$ cat src/rtl/syn_lifo_pkg.sv
// Shared types and helpers for the syn_lifo_param stack.
// Holds the op-decode enum and the occupancy-count width function.
package syn_lifo_pkg;

  typedef enum logic [2:0] {
    OP_NONE,
    OP_PUSH,
    OP_POP,
    OP_XCHG,
    OP_BYPASS,
    OP_FLUSH
  } op_e;

  function automatic int cnt_width(input int depth);
    return $clog2(depth + 1);
  endfunction

endpackage

$ cat src/rtl/lifo_regfile.sv
// Stack storage: depth x data_width registers, one synchronous write port
// and one combinational read port (the top-of-stack word).
module lifo_regfile #(
  parameter int data_width = 8,
  parameter int depth      = 8,
  parameter int AW         = $clog2(depth)
) (
  input  logic                  clk,
  input  logic                  we_i,
  input  logic [AW-1:0]         waddr_i,
  input  logic [data_width-1:0] wdata_i,
  input  logic [AW-1:0]         raddr_i,
  output logic [data_width-1:0] rdata_o
);

  logic [data_width-1:0] mem_q [depth];

  // NOTE: storage has no reset; stale contents are never visible because
  // reads are only meaningful below the stack pointer, which does reset.
  always_ff @(posedge clk) begin
    if (we_i) mem_q[waddr_i] <= wdata_i;
  end

  assign rdata_o = mem_q[raddr_i];

endmodule

$ cat src/rtl/syn_lifo_param.sv
// Parametrised synchronous LIFO with occupancy, threshold flags, flush,
// push/pop exchange and registered pop data. Define SYN_LIFO_ERR_EN to get
// sticky overflow/underflow flags; otherwise ovf/udf are constant 0.
module syn_lifo_param
  import syn_lifo_pkg::*;
#(
  parameter int data_width = 8,
  parameter int depth      = 8,
  parameter int af_margin  = 1,
  parameter int ae_margin  = 1
) (
  input  logic                            clk,
  input  logic                            clr,
  input  logic                            flush,
  input  logic                            push,
  input  logic                            pop,
  input  logic [data_width-1:0]           data_in,
  output logic [data_width-1:0]           data_out,
  output logic                            pop_valid,
  output logic [cnt_width(depth)-1:0]     count,
  output logic                            full,
  output logic                            empty,
  output logic                            almost_full,
  output logic                            almost_empty,
  output logic                            ovf,
  output logic                            udf
);

  localparam int CW    = cnt_width(depth);
  localparam int AW    = $clog2(depth);
  localparam int AF_TH = (af_margin >= depth) ? 0 : depth - af_margin;
  localparam int AE_TH = (ae_margin >= depth) ? depth : ae_margin;

  localparam logic [CW-1:0] DEPTH_C = CW'(depth);
  localparam logic [CW-1:0] AF_TH_C = CW'(AF_TH);
  localparam logic [CW-1:0] AE_TH_C = CW'(AE_TH);

  logic [CW-1:0]         sp_q, sp_d, sp_m1;
  logic [data_width-1:0] dout_q, dout_d;
  logic                  pv_q, pv_d;
  logic                  ovf_evt, udf_evt;
  logic                  we;
  logic [AW-1:0]         waddr;
  logic [data_width-1:0] top_word;
  op_e                   op;

  assign sp_m1 = sp_q - 1'b1;
  assign empty = (sp_q == '0);
  assign full  = (sp_q == DEPTH_C);

  // Full push and empty pop decay to OP_NONE but still raise an error event.
  always_comb begin
    op      = OP_NONE;
    ovf_evt = 1'b0;
    udf_evt = 1'b0;
    if (flush)                op = OP_FLUSH;
    else if (push && pop)     op = empty ? OP_BYPASS : OP_XCHG;
    else if (push) begin
      if (full) ovf_evt = 1'b1;
      else      op      = OP_PUSH;
    end else if (pop) begin
      if (empty) udf_evt = 1'b1;
      else       op      = OP_POP;
    end
  end

  always_comb begin
    sp_d   = sp_q;
    dout_d = dout_q;
    pv_d   = 1'b0;
    we     = 1'b0;
    waddr  = sp_q[AW-1:0];
    unique case (op)
      OP_FLUSH:  sp_d = '0;
      OP_PUSH: begin
        we   = 1'b1;
        sp_d = sp_q + 1'b1;
      end
      OP_POP: begin
        dout_d = top_word;
        pv_d   = 1'b1;
        sp_d   = sp_m1;
      end
      OP_XCHG: begin
        dout_d = top_word;
        pv_d   = 1'b1;
        we     = 1'b1;
        waddr  = sp_m1[AW-1:0];
      end
      OP_BYPASS: begin
        dout_d = data_in;
        pv_d   = 1'b1;
      end
      default: ;
    endcase
  end

  lifo_regfile #(
    .data_width(data_width),
    .depth     (depth),
    .AW        (AW)
  ) u_regfile (
    .clk    (clk),
    .we_i   (we),
    .waddr_i(waddr),
    .wdata_i(data_in),
    .raddr_i(sp_m1[AW-1:0]),
    .rdata_o(top_word)
  );

  // NOTE: state registers use non-blocking assignments so every flop samples
  // the pre-edge values computed by the combinational blocks above.
  always_ff @(posedge clk or negedge clr) begin
    if (!clr) begin
      sp_q   <= '0;
      dout_q <= '0;
      pv_q   <= 1'b0;
    end else begin
      sp_q   <= sp_d;
      dout_q <= dout_d;
      pv_q   <= pv_d;
    end
  end

`ifdef SYN_LIFO_ERR_EN
  logic ovf_q, udf_q;

  always_ff @(posedge clk or negedge clr) begin
    if (!clr) begin
      ovf_q <= 1'b0;
      udf_q <= 1'b0;
    end else if (op == OP_FLUSH) begin
      ovf_q <= 1'b0;
      udf_q <= 1'b0;
    end else begin
      ovf_q <= ovf_q | ovf_evt;
      udf_q <= udf_q | udf_evt;
    end
  end

  assign ovf = ovf_q;
  assign udf = udf_q;
`else
  logic unused_evt;
  assign unused_evt = ovf_evt ^ udf_evt;
  assign ovf        = 1'b0;
  assign udf        = 1'b0;
`endif

  assign data_out     = dout_q;
  assign pop_valid    = pv_q;
  assign count        = sp_q;
  assign almost_full  = (sp_q >= AF_TH_C);
  assign almost_empty = (sp_q <= AE_TH_C);

endmodule

$ cat config.mk
export PLATFORM = sky130hd
export DESIGN_NAME = syn_lifo_param
export DESIGN_NICKNAME = d
export VERILOG_FILES = /design/src/rtl/syn_lifo_pkg.sv /design/src/rtl/lifo_regfile.sv /design/src/rtl/syn_lifo_param.sv
export SDC_FILE = /design/constraint.sdc
export NUM_CORES = 1
export LEC_CHECK = 0
export CORE_UTILIZATION = 55
export CTS_CLUSTER_DIAMETER = 60
export CTS_CLUSTER_SIZE = 40
export DETAILED_ROUTE_END_ITERATION = 16
export PLACE_DENSITY = 0.75
export SKIP_LAST_GASP = 1
export SYNTH_ARGS = -nofsm -noshare
export SYNTH_HDL_FRONTEND = slang
export SYNTH_SLANG_ARGS = --single-unit
$ cat constraint.sdc
create_clock -name clk -period 3.75 [get_ports clk]
set_clock_uncertainty 0.1 [all_clocks]
set_input_delay 0.375 -clock clk [delete_from_list [all_inputs] [get_ports clk]]
set_output_delay 0.375 -clock clk [all_outputs]
set_load 0.03 [all_outputs]
### Yosys cells after proc, flatten, opt, wreduce, memory -nomap -nowiden

Memories as Yosys holds them, arrays and structs flattened.
Cells that the tools add are included.

* register bits after elaboration: 13
* bits in writable memories: 64
* output and inout bits: 19
* word-level logic and storage cells: 35
* memories kept: 1

* add/sub/neg operators: 2
* $lt $le $gt $ge: 2
* equality and inequality tests: 6
* mux-type cells: 14
* reductions and logical operators: 7

Memories
* u_regfile.mem_q: depth 8, bits a word 8, rd ports 1, clocked after memory_dff 0, wr ports 1, line lifo_regfile.sv:16 `logic [data_width-1:0] mem_q [depth];`

Operators with widths (count)
* $pmux W8 S2: 1
* $mux W3: 5
* $pmux W4 S3: 1
* $eq A3 B2 Y1 const B: 2
* $eq A3 B3 Y1 const B: 2
* $mux W1: 5
* $add A4 B1 Y4 const B: 1
* $eq A4 B4 Y1 const B: 1
* $ge A4 B3 Y1 const B: 1
* $le A4 B1 Y1 const B: 1
* $logic_not A4 Y1: 1
* $mux W2: 2
* $reduce_or A2 Y1: 2
* $sub A4 B1 Y4 const B: 1
* $eq A3 B1 Y1 const B: 1
* $reduce_bool A3 Y1: 1
* $reduce_or A3 Y1: 1
* $reduce_bool A2 Y1: 1
* $logic_and A1 B1 Y1: 1

### Longest topological paths before layout

Gate-level depths: netlist of run 1.

* word-level depth: 11
* mapped depth: 10
* gate-level depth less buffers: 7

### Modules after synthesis

From an unflattened synthesis of run 1, not the netlist that was laid out.

* cell total of the unflattened synthesis: 204
* area, all modules: 3445.8 um^2

By module, submodules not included
* lifo_regfile: times used 1, cells an instance 106, area each 2531.2 um^2, seq. area each 1921.8 um^2
* syn_lifo_param: times used 1, cells an instance 98, area each 914.6 um^2, seq. area each 325.3 um^2

### Worst setup path before layout of run 1

Ideal clock, no wire load.

* path kind: flip-flop to flip-flop
* from: register sp_q[0], in the netlist count[0]
* to: memory u_regfile.mem_q[6][0], enable pin
* library setup time: 0.370 ns
* data arrival time: 2.583 ns
* required time: 3.280 ns
* path slack: 0.696 ns
* stages on the path, launching flop included: 10
* path buffers: 2
* clock period less this slack: 3.054 ns
* path through: dfrtp_1 -> buf_4 -> buf_6 -> inv_1 -> ha_1 -> or3b_1 -> inv_1 -> o21ai_0 -> o21a_1 -> nor2_1

* longest elaborated chain between the ends: 11
* elaborated cells between the ends (all ways): 17
* classes of those cells: add/sub (1); eq/ne (3); mux (11); reduce/logical (2)

RTL lines
* from (decl): line syn_lifo_param.sv:38 `logic [CW-1:0] sp_q, sp_d, sp_m1;`
* from (signal assigned): line syn_lifo_param.sv:119 `sp_q <= sp_d;`
* $logic_not A4 Y1 *: line syn_lifo_param.sv:48 `assign empty = (sp_q == '0);`
* named net empty: line syn_lifo_param.sv:22 `output logic empty,`
* $mux W2: line syn_lifo_param.sv:62 `if (empty) udf_evt = 1'b1;`
* $mux W2: line syn_lifo_param.sv:61 `end else if (pop) begin`
* $mux W3: line syn_lifo_param.sv:58 `else if (push) begin`
* $mux W3 *: line syn_lifo_param.sv:57 `else if (push && pop) op = empty ? OP_BYPASS : OP_XCHG;`
* $mux W3 *: line syn_lifo_param.sv:56 `if (flush) op = OP_FLUSH;`
* $eq A3 B2 Y1 or $eq A3 B1 Y1 (tied branches): line syn_lifo_param.sv:73 `unique case (op)`
* $reduce_or A2 Y1 (no line)
* $mux W1: line syn_lifo_param.sv:73
* $mux W1: line lifo_regfile.sv:21 `if (we_i) mem_q[waddr_i] <= wdata_i;`
* $mux W1 (not written as such): line lifo_regfile.sv:21
* to (decl): line lifo_regfile.sv:16

Mark *: on every way through the listed nets, which the timed path passes. The rest lies on a longest branch.

### Final worst setup path of run 1

* from: register sp_q[1], in the netlist count[1]
* to: output empty

* longest elaborated chain between the ends: 1

RTL lines (line)
* $logic_not A4 Y1: syn_lifo_param.sv:48
* to (decl): syn_lifo_param.sv:22

No other way between the ends.

==> results of run 1 <==
[Yosys cell counts, types with 2 or more instances]
cell type | n | area (sq um)
nor3_1 | 9 | 45.0
dfrtp_1 | 13 | 325
nand3b_1 | 4 | 30.0
a21oi_1 | 6 | 30.0
clkbuf_1 | 2 | 7.51
a311oi_1 | 2 | 17.5
or3b_1 | 2 | 17.5
buf_2 | 4 | 20.0
o41ai_1 | 2 | 17.5
nor2_1 | 18 | 67.6
nand2_1 | 12 | 45.0
nand2b_1 | 4 | 25.0
buf_6 | 2 | 22.5
mux4_2 | 16 | 360
o21a_1 | 2 | 15.0
o21ai_0 | 2 | 10.0
edfxtp_1 | 64 | 1920
buf_4 | 3 | 22.5
inv_1 | 9 | 33.8
a221oi_1 | 2 | 17.5
a22oi_1 | 17 | 128
o22ai_1 | 4 | 25.0
ha_1 | 3 | 37.5
[through the flow]
| step | std cells | total power [mW] | hold WS [ns] | instance area, sq um |
|---|---|---|---|---|
| 2_1_floorplan | 219 | 1.70 | -0.0206 | 3370 |
| 4_1_cts | 334 | 2.66 | 0.357 | 3950 |
| 3_3_place_gp | 318 | 1.97 | 0.401 | 3730 |
| 5_1_grt | 334 | 2.77 | 0.370 | 3950 |
| 3_5_place_dp | 318 | 1.98 | 0.403 | 3730 |
| 6_report | 334 | 2.66 | 0.331 | 3950 |
[metal layers]
metal	GRT usage	vias up	part of all wire
met2	0.353	80	0.47
li1	-	938	-
met4	0.0964	0	0.017
met1	0.343	1013	0.45
met5	0	-	0
met3	0.0591	15	0.055
[state kept, by name (all words and copies together) (netlist names)]
signal / cells
u_regfile.mem_q: 64
data_out: 8
count: 4
pop_valid: 1
[cell families after synthesis]
logic type,count (synthesis)
xor+xnor,1
mux,16
fa+ha+maj,3
compound gates,43
flops,77
buf+inv,21
simple gates,56
other cells,1
[final timing paths]
path                                    endpoint  slack, ns  depth (start not counted)
min                                     count[3]       0.33                          1
min reg2reg                          data_out[5]       0.42                          2
min in group clk                     data_out[5]       0.42                          2
max in group asynchronous            data_out[1]       2.78                          1
max reg2reg                u_regfile.mem_q[2][7]       0.86                          6
max                                        empty       0.48                          5
[final cells by class]
| type | count | area, sq um | area share |
|---|---|---|---|
| inverter | 9 | 33.8 | 0.00854 |
| clock buffer | 9 | 124 | 0.0313 |
| timing repair buffer | 36 | 343 | 0.0867 |
| multi-input combinational | 121 | 1010 | 0.257 |
| sequential | 77 | 2250 | 0.568 |
| clock inverter | 7 | 97.6 | 0.0247 |
| tap | 75 | 93.8 | 0.0237 |
[power by group]
part           internal, mW  switching [mW]  total, mW  leakage, nW
combinational         0.375           0.506      0.881        0.514
clock                 0.378           0.316      0.694        0.106
sequential             1.02          0.0626       1.08        0.744
[critical path, stage by stage, from the launching register on]
cell and delay [ns]:
dfrtp_1 0.47, inv_1 0.18, ha_1 0.40, or3b_1 0.46
inv_1 0.22, clkdlybuf4s50_1 0.71
==> flow_metrics.env, run 1 <==
export IMPL_status="completed"
export IMPL_worstSkewPairLatency_ns=0.35
export IMPL_utilization=0.668
export IMPL_ys_seq_area_frac=0.667
export IMPL_io_buffers=29
export IMPL_setup_worst_path_start="count[1]"
export IMPL_yosys_area_share_simple=0.0843
export IMPL_path_class="reg -> out"
export IMPL_worstPathArrival_ns=2.79
export IMPL_vias=2046
export IMPL_grt_antenna_before_repair=0
export IMPL_r2r_start="count[1]"
export IMPL_rsz0062_at_grt="no"
export IMPL_grt_ovfl_total=0
export IMPL_finalCritPeriodShare=0.871
export IMPL_clock_root_buffer="clkbuf_8"
export IMPL_cts_tree="yes"
export IMPL_io_pin_count=32
export IMPL_post_cts_buffers=0
export IMPL_routedWlPerCell_microns=20.9
export IMPL_dp_slack_ns=0.716
export IMPL_worstPathMaxFanout=11
export IMPL_grt_usage=0.239
export IMPL_dieHeight_microns=80.3
export IMPL_initial_utilization=0.569
export IMPL_synthArstFlopShare=0.169
export IMPL_final_hold_viol_count=0
export IMPL_hold_class="in -> async"
export IMPL_drv_cap=0
export IMPL_synth_edff_count=64
export IMPL_cts_hold_buf=0
export IMPL_crit_required_ns=3.27
export IMPL_antenna_cells=0
export IMPL_synth_top_family_by_area="multiplexers"
export IMPL_powerDensity_nw_per_um2=672
export IMPL_min_period_ns=3.27
export IMPL_grt_max_degree=29
export IMPL_synthAdderAreaFrac=0.0111
export IMPL_drc=0
export IMPL_fp_coreArea_sq_um=5920
export IMPL_core_rowCount=28
export IMPL_drt_iter0_markers=261
export IMPL_grt_pass1_vias=1953
export IMPL_ant_nets=0
export IMPL_max_freq_ghz=0.306
export IMPL_synth_cells=218
export IMPL_die_area_sq_um=6440
export IMPL_synthXorXnorAreaFrac=0.00260
export IMPL_ys_flop_type="edfxtp_1"
export IMPL_ys_seq_elements=77
export IMPL_syn_area_per_cell_sq_um=15.5
export IMPL_nets=270
export IMPL_layout_drive_gt1_share=0.170
export IMPL_finalWeightedCongestion=0.915
export IMPL_grt_pass1_wl_microns=10700
export IMPL_setup_tns_final_ns=0
export IMPL_vias_per_cell=6.13
export IMPL_h_tree_depth=3
export IMPL_cts_sinks=77
export IMPL_maxSlewViolCount=0
export IMPL_ys_warn_count=0
export IMPL_worst_pin_slew_ns=0.886
export IMPL_setup_worst_path_start_class="flop"
export IMPL_vdd_drop_max_mv=0.374
export IMPL_syn_area_sq_um=3370
export IMPL_final_cell_mix="edfxtp_1, clkdlybuf4s50_1, nor2_1"
export IMPL_hpwl_microns=4560
export IMPL_drtPass1Iterations=4
export IMPL_clk_pin_slew_ns=0.08
export IMPL_cts_buffers_inserted=9
export IMPL_die_w_microns=80.3
export IMPL_wl_microns=6970
export IMPL_synth_distinct_cells=39
export IMPL_final_common_cell="edfxtp_1"
export IMPL_area_growth_pct=17.4
export IMPL_synth_area_mux_share=0.107
export IMPL_clockBufferDepth=2
export IMPL_cts_resized_gates=0
export IMPL_end_kind="output pin"
export IMPL_relSlewSlack=0.407
export IMPL_setup_ws_ns=0.483
export IMPL_num_fill_cells=428
export IMPL_setup_violations=0
export IMPL_leakage_nw=1.36
export IMPL_synth_compound_area_frac=0.0940
No activity file was read; power rests on OpenSTA's default activity.
==> run 2: changes to the inputs <==
--- a/config.mk
+++ b/config.mk
@@ -5,11 +5,11 @@
 export SDC_FILE = /design/constraint.sdc
 export NUM_CORES = 1
 export LEC_CHECK = 0
-export CORE_UTILIZATION = 55
+export CORE_UTILIZATION = 45
 export CTS_CLUSTER_DIAMETER = 60
 export CTS_CLUSTER_SIZE = 40
 export DETAILED_ROUTE_END_ITERATION = 16
-export PLACE_DENSITY = 0.75
+export PLACE_DENSITY = 0.63
 export SKIP_LAST_GASP = 1
 export SYNTH_ARGS = -nofsm -noshare
 export SYNTH_HDL_FRONTEND = slang
==> constraint.sdc (replaced) <==
create_clock -name clk -period 3.75 [get_ports clk]
set_clock_uncertainty 0.1 [all_clocks]
set_input_delay 0.375 -clock clk [delete_from_list [all_inputs] [get_ports clk]]
set_output_delay 0.375 -clock clk [all_outputs]
set_load 0.1 [all_outputs]
==> flow_metrics.env, run 2 (synthesis results as in run 1) <==
export IMPL_worstRegToRegCells=8
export IMPL_hold_ws_ns=0.344
export IMPL_cts_buffers_inserted=9
export IMPL_cts_resized_gates=0
export IMPL_utilization=0.546
export IMPL_regMostFlops="u_regfile.mem_q"
export IMPL_path_class="reg -> reg"
export IMPL_cts_tree="yes"
export IMPL_drtPass1Iterations=4
export IMPL_clkPwrFrac=0.209
export IMPL_grt_antenna_before_repair=0
export IMPL_cts_sinks=77
export IMPL_cpPeakStageDelay_ns=0.49
export IMPL_layout_drive_gt1_share=0.193
export IMPL_vias=2047
export IMPL_vdd_drop_max_mv=0.294
export IMPL_core_rowCount=31
export IMPL_total_power_mw=3.00
export IMPL_clockBufferDepth=2
export IMPL_hold_class="in -> async"
export IMPL_finalNonFillerCells=358
export IMPL_grt_pass1_wl_microns=11100
export IMPL_dp_cells=342
export IMPL_worstPathMaxFanout=11
export IMPL_cts_hold_buf=0
export IMPL_worst_pin_slew_ns=0.994
export IMPL_power_frac_comb=0.431
export IMPL_final_cell_mix="edfxtp_1, clkdlybuf4s50_1, nor2_1"
export IMPL_area_growth_pct=17.7
export IMPL_final_hold_viol_count=0
export IMPL_grt_max_degree=29
export IMPL_io_pin_count=32
export IMPL_fp_coreArea_sq_um=7250
export IMPL_setup_tns_final_ns=0
export IMPL_num_fill_cells=621
export IMPL_crit_top_cell="o21ai_0"
export IMPL_grt_pass1_vias=2052
export IMPL_post_cts_buffers=0
export IMPL_die_area_sq_um=7830
export IMPL_seqPwrFrac=0.360
export IMPL_drc=0
export IMPL_hpwl_microns=4620
export IMPL_clk_pin_slew_ns=0.09
export IMPL_relSlewSlack=0.336
export IMPL_crit_required_ns=3.72
export IMPL_leakage_nw=1.36
export IMPL_routedWlPerCell_microns=19.7
export IMPL_drt_iter0_markers=121
export IMPL_end_kind="flop"
export IMPL_crit_chain="inv_1 -> ha_1 -> or3b_1 -> clkinvlp_4 -> o21ai_0 -> o21ai_0 -> nor2_1 -> buf_4"
export IMPL_h_tree_depth=3
export IMPL_clock_root_buffer="clkbuf_8"
export IMPL_finalCritPeriodShare=0.801
export IMPL_max_freq_ghz=0.333
export IMPL_finalWeightedCongestion=0.861
export IMPL_power_switching_mw=1.28
export IMPL_largest_register_ffs=64
export IMPL_setup_violations=0
export IMPL_maxSlewViolCount=0
export IMPL_wl_microns=7060
export IMPL_setup_ws_ns=0.747
export IMPL_dpl_instance_area_sq_um=3770
export IMPL_nets=270
export IMPL_status="completed"
export IMPL_p_int_mw=1.72
export IMPL_slowest_stage="dfrtp_1"
export IMPL_initial_utilization=0.464
export IMPL_powerDensity_nw_per_um2=758
export IMPL_antenna_cells=0
export IMPL_ant_nets=0
export IMPL_setup_worst_path_start_class="flop"
export IMPL_drv_cap=0
export IMPL_vias_per_cell=5.72
export IMPL_worstSkewPairLatency_ns=0.35
export IMPL_rsz0062_at_grt="no"
export IMPL_io_buffers=29
export IMPL_final_common_cell="edfxtp_1"
export IMPL_dp_slack_ns=0.725
export IMPL_design_area_sq_um=3960
export IMPL_grt_usage=0.202
export IMPL_worstPathArrival_ns=2.97
export IMPL_dieHeight_microns=88.5
export IMPL_min_period_ns=3.00
export IMPL_grt_ovfl_total=0
export IMPL_die_w_microns=88.5
export IMPL_switching_share=0.427
==> run 2: changes by cell type in the layout (fill, tap and decap cells not counted), sizes merged <==
cell	change
buf	+5
bufinv	-1
clkdlybuf4s50	-5
clkinv	+3
inv	-2
==> run 2: final timing paths <==
path / startpoint / end / slack [ns]
min reg2reg: data_out[4] / data_out[4] / 0.42
max: count[1] / u_regfile.mem_q[4][0] / 0.75
max reg2reg: count[1] / u_regfile.mem_q[4][0] / 0.75
min: clr / pop_valid / 0.34
max in group asynchronous: clr / data_out[1] / 2.75
min in group clk: data_out[4] / data_out[4] / 0.42
==> run 2: area by class of cell <==
| cell class | count | area, sq um | area share |
|---|---|---|---|
| sequential | 77 | 2250 | 0.567 |
| multi-input combinational | 121 | 1010 | 0.256 |
| clock buffer | 9 | 124 | 0.0313 |
| timing repair buffer | 36 | 343 | 0.0865 |
| tap | 99 | 124 | 0.0313 |
| inverter | 9 | 37.5 | 0.00947 |
| clock inverter | 7 | 73.8 | 0.0186 |
==> run 2: layer usage <==
metal	wire (microns)	GRT usage	vias up
met2	3400	0.302	77
met1	3030	0.278	1029
met5	0	0	-
met3	549	0.0382	7
li1	-	-	934
met4	78	0.116	0
==> run 2: worst max-delay path: cells and delay by family (launching register included) <==
family / cells / cell delay (ns)
flip-flops: 1 / 0.49
AND/OR/NAND/NOR: 2 / 0.76
AO/OA/AOI/OAI: 2 / 0.45
buffers and inverters: 3 / 0.60
adder cells (fa/ha/maj): 1 / 0.33
==> run 2: power by group through the flow <==
stage	Sequential, mW	Combinational, mW	Clock (mW)
after floorplan	1.47	0.624	0
after global placement	1.10	1.29	0
after detailed placement	1.10	1.30	0
after CTS	1.08	1.30	0.638
after global routing	1.10	1.36	0.663
final	1.08	1.29	0.627
